[src/rtl/pc_sequencer.sv]
// Program-counter sequencer for the single-issue core.
// Selects the next fetch address each cycle from the sequential, branch, jump
// or hold sources. Keeps every PC inside the instruction-memory window and
// holds at most one redirect that arrives while fetch is stalled. Also
// implements the boot cycle, halt/resume and a free-running fetch counter.
module pc_sequencer #(
    parameter int          IMEM_BYTES   = 64,
    parameter logic [15:0] RESET_VECTOR = 16'h0000
) (
    input  logic        clk,
    input  logic        reset,
    input  logic        stall,
    input  logic        branch_taken,
    input  logic [15:0] branch_target,
    input  logic        jump,
    input  logic [15:0] jump_target,
    input  logic        halt,
    input  logic        resume,
    output logic [15:0] pc_out,
    output logic        pc_valid,
    output logic [1:0]  state,
    output logic        misalign_err,
    output logic [15:0] fetch_count
);

    typedef enum logic [1:0] {
        ST_BOOT = 2'd0,
        ST_RUN  = 2'd1,
        ST_HALT = 2'd2
    } state_t;

    // Window mask; IMEM_BYTES is a power of two so modulo is a bitwise AND.
    localparam logic [15:0] ADDR_MASK   = 16'(IMEM_BYTES - 1);
    // Same mask with bit0 cleared so accepted targets are always halfword aligned.
    localparam logic [15:0] TARGET_MASK = ADDR_MASK & 16'hFFFE;

    state_t      state_q, state_d;
    logic [15:0] pc_q, pc_d;
    logic        pend_valid_q, pend_valid_d;
    logic [15:0] pend_target_q, pend_target_d;
    logic        misalign_q, misalign_d;
    logic [15:0] count_q, count_d;

    logic        redirect;
    logic [15:0] raw_target;
    logic [15:0] accepted_target;
    logic [15:0] seq_pc;

    // Redirect source selection: jump wins over a same-cycle taken branch.
    assign redirect        = jump | branch_taken;
    assign raw_target      = jump ? jump_target : branch_target;
    assign accepted_target = raw_target & TARGET_MASK;
    assign seq_pc          = (pc_q + 16'd2) & ADDR_MASK;

    // State register and all datapath registers, with synchronous reset.
    // NOTE: sequential state uses non-blocking assignments so every register
    // samples the pre-edge values regardless of statement order.
    always_ff @(posedge clk) begin
        if (reset) begin
            state_q       <= ST_BOOT;
            pc_q          <= RESET_VECTOR;
            pend_valid_q  <= 1'b0;
            pend_target_q <= 16'h0000;
            misalign_q    <= 1'b0;
            count_q       <= 16'h0000;
        end else begin
            state_q       <= state_d;
            pc_q          <= pc_d;
            pend_valid_q  <= pend_valid_d;
            pend_target_q <= pend_target_d;
            misalign_q    <= misalign_d;
            count_q       <= count_d;
        end
    end

    // Next-state and next-PC selection by state and per-cycle priority.
    always_comb begin
        // NOTE: every output of this block gets a default first, so no path
        // can leave a signal unassigned and infer a latch.
        state_d       = state_q;
        pc_d          = pc_q;
        pend_valid_d  = pend_valid_q;
        pend_target_d = pend_target_q;
        misalign_d    = 1'b0;
        count_d       = count_q;

        case (state_q)
            ST_BOOT: begin
                // One idle cycle, then fetch starts at the reset vector.
                state_d = ST_RUN;
                pc_d    = RESET_VECTOR;
            end

            ST_RUN: begin
                if (halt) begin
                    state_d      = ST_HALT;
                    pend_valid_d = 1'b0;
                end else if (stall) begin
                    // Hold the PC; keep only the oldest redirect seen while stalled.
                    if (redirect && !pend_valid_q) begin
                        pend_valid_d  = 1'b1;
                        pend_target_d = accepted_target;
                        misalign_d    = raw_target[0];
                    end
                end else begin
                    count_d = count_q + 16'd1;
                    if (pend_valid_q) begin
                        // Buffered redirect beats anything arriving this cycle.
                        pc_d         = pend_target_q;
                        pend_valid_d = 1'b0;
                    end else if (redirect) begin
                        pc_d       = accepted_target;
                        misalign_d = raw_target[0];
                    end else begin
                        pc_d = seq_pc;
                    end
                end
            end

            ST_HALT: begin
                // halt held high keeps us here even if resume is also asserted.
                if (!halt && resume) begin
                    state_d = ST_RUN;
                end
            end

            default: begin
                state_d = ST_BOOT;
            end
        endcase
    end

    assign pc_out       = pc_q;
    assign pc_valid     = (state_q == ST_RUN);
    assign state        = state_q;
    assign misalign_err = misalign_q;
    assign fetch_count  = count_q;

endmodule

[config.mk]
export PLATFORM = sky130hd
export DESIGN_NAME = pc_sequencer
export DESIGN_NICKNAME = d
export VERILOG_FILES = /design/src/rtl/pc_sequencer.sv
export SDC_FILE = /design/constraint.sdc
export NUM_CORES = 1
export LEC_CHECK = 0
export ABC_AREA = 1
export CAP_MARGIN = 20
export CORE_MARGIN = 5
export CORE_UTILIZATION = 44
export CTS_BUF_LIST = sky130_fd_sc_hd__clkbuf_8
export CTS_CLUSTER_DIAMETER = 200
export CTS_CLUSTER_SIZE = 12
export DETAILED_ROUTE_END_ITERATION = 6
export PLACE_DENSITY = 0.87
export SETUP_SLACK_MARGIN = 0.1
export SYNTH_ARGS = -nofsm -noshare
export SYNTH_HDL_FRONTEND = slang
export SYNTH_SLANG_ARGS = --single-unit
[constraint.sdc]
create_clock -name clk -period 1.25 [get_ports clk]
set_input_delay 0.125 -clock clk [delete_from_list [all_inputs] [get_ports clk]]
set_output_delay 0.125 -clock clk [all_outputs]
set_load 0.01 [all_outputs]
==> results <==
-- worst min path at each step --
| stage | start | endpoint | slack [ns] | cells after the start |
|---|---|---|---|---|
| after floorplan | reset | fetch_count[9]$_SDFFE_PP0P_ | 0.19 | 1 |
| after global placement | pend_target_q[2]$_SDFFE_PP0P_ | pend_target_q[2]$_SDFFE_PP0P_ | 0.43 | 2 |
| after detailed placement | pend_target_q[2]$_SDFFE_PP0P_ | pend_target_q[2]$_SDFFE_PP0P_ | 0.44 | 2 |
| after CTS | halt | state[1]$_SDFFE_PP0P_ | 0.33 | 3 |
| after global routing | halt | state[1]$_SDFFE_PP0P_ | 0.36 | 3 |
| final | halt | state[1]$_SDFFE_PP0P_ | 0.33 | 3 |
-- worst max-delay path, stage by stage, from the launching register on --
cell	delay, ns
dfxtp_4	0.37
nor2_8	0.15
buf_6	0.11
nand4_1	0.19
buf_6	0.21
o21ai_1	0.15
a21oi_1	0.09
-- timing repair --
| action | 4_1_cts | 5_1_grt |
|---|---|---|
| resized for setup | 46 | 63 |
| pin swaps | 11 | 21 |
| buffers inserted | 6 | 9 |
| setup endpoints to repair | 49 | 27 |
| cloned | 0 | 1 |
-- flip-flops by register name, summed over array words and instances (netlist names) --
register	count
pc_out	5
pend_target_q	5
fetch_count	16
pend_valid_q	1
misalign_err	1
state	2
-- report_power, final --
group	total, W	internal (W)	switching, W
Clock	0.000789	0.000424	0.000365
Sequential	0.000997	0.000973	0.0000242
Combinational	0.000492	0.000231	0.000261
Total	0.00228	0.00163	0.000650
-- Yosys cell counts (all sizes together) --
library cell,count
a211oi,1
a21oi,30
buf,14
clkbuf,3
conb,1
dfxtp,30
ha,2
inv,33
nand2,64
nand3,14
nand4,7
nor2,32
nor3,4
nor3b,1
nor4,1
o211ai,1
o21ai,14
o21bai,2
o31ai,1
xnor2,1
-- layout by cell type (no fill, tap or decap), types with 10 or more instances in the layout --
cell / instances
a21oi_1: 20
a21oi_2: 10
buf_4: 18
clkdlybuf4s50_1: 15
conb_1: 11
dfxtp_1: 14
dlygate4sd2_1: 28
inv_1: 27
nand2_1: 59
nor2_1: 19
-- logic make-up (layout without fill, tap and decap cells) --
group           Yosys count  after routing  share of synthesized area (%)
simple gates            123            123                           35.3
compound gates           49             49                           14.7
flops                    30             30                           34.3
fa+ha+maj                 2              2                           1.43
other cells               1             11                          0.214
xor+xnor                  1              1                          0.500
buf+inv                  50            113                           13.6
-- layout make-up --
class | count | area [um2]
fill | 277 | 1180
multi-input combinational | 186 | 1140
timing repair buffer | 74 | 706
sequential | 30 | 638
inverter | 33 | 131
clock buffer | 6 | 82.6
tap | 50 | 62.6
-- stage by stage --
stage | TNS [ns] | cell area, um2 | hold slack [ns]
global placement | -5.63 | 2360 | 0.430
CTS | 0 | 2490 | 0.334
detailed placement | -6.92 | 2360 | 0.439
global route | -1.44 | 2770 | 0.361
floorplan | 0 | 1820 | 0.195
finish | -0.604 | 2770 | 0.333
-- per-layer routing --
layer  share of wire (%)  GRT usage, %
met1                  37          21.5
met2                  49          31.4
met3                  10          4.96
met4                 3.9          6.97
met5                   0             0
==> metrics.cfg <==
[status]
outcome=finished with violations
violations=setup timing

[pwr]
ir_drop_mv=0.729
pwr_density_cell_mw_per_mm2=824
report.power.total_w=0.00228
p_leak_nw=1.19

[timing]
fmax_mhz=723
hold_viol=0
rsz0062_at_grt=true
maxSlewViolCount=0
fin_crit_sh_pct=111
setup_viol=15
skew_ns=0.00775
fin_crit_ns=1.38
worst_slack_ns=-0.133

[finish]
antennaDiodeCount=0
fin_nets=371
postLayoutCoreUtil_pct=70.1
drive_above_1_share_pct=32.5
final_cells=379
syn_to_final_growth_pct=57.7

[placement]
hpwl_um=3360
port_buffers=43
dp_slack_ns=-0.323
place_congestion=0.869
dp_cells=358

[critical_path]
setup.worst_path.end=pend_target_q[5]$_SDFFE_PP0P_
timing.rr.start=state[1]$_SDFFE_PP0P_
worstSetupPathType=reg2reg
rrSetupSlack_ns=-0.13
crit_fanout=5
endpoint_kind=register
worstPathArrival_ns=1.55
worstPathRequired_ns=1.42
setup.worst_path.start_class=register
r2r_cells=6
r2r-end=pend_target_q[5]$_SDFFE_PP0P_
critPathLaunch=state[1]$_SDFFE_PP0P_

[synth]
synth_top_area_share_pct=34.3
yosysTopAreaCell=dfxtp_1
ys_ff_latch=30
synth_warnings=0
ys_types=30
synthCells=256
ys_seq_area_share_pct=34.3
synth_area_mm2=0.00175
syn_area_per_cell_um2=6.85
synth_area_leaders=dfxtp_1, nand2_1, a21oi_1, inv_1, nor2_1

[cts]
root_buffer=clkbuf_8
cts.clk_slew.worst_paths_ns=0.07
clock_path_buffers=2
cts.sinks=30
htreeDepth=2
cts_hold_buffers=0
numCtsBuffers=5
clk_latency_ns=0.29
cts_tree=yes

[route]
drt_iter0_markers=195
vias=2035
drt_wl_total_um=5860
wl_per_cell_um=15.5
drc=0
ant_nets=0
drt-pass1-iter-count=4
routed_via_density=5.37

[global_routing]
grt_overflow=0
first_global_vias=1675
antenna_found_initial=0
grt.total_usage_pct=18.3
grt_pass1_wl_um=7560
grt_max_degree=18

[floorplanning]
rows=23
die_h_um=73.1
boundaryPins=75
core_mm2=0.00394
start_util_pct=44.5
die_w_um=73.1
fp.dieArea_mm2=0.00535

[hold_path]
hold_path.class=in2reg

[flow_run]
drv_cap=0

(Power assumes the default switching activity.)
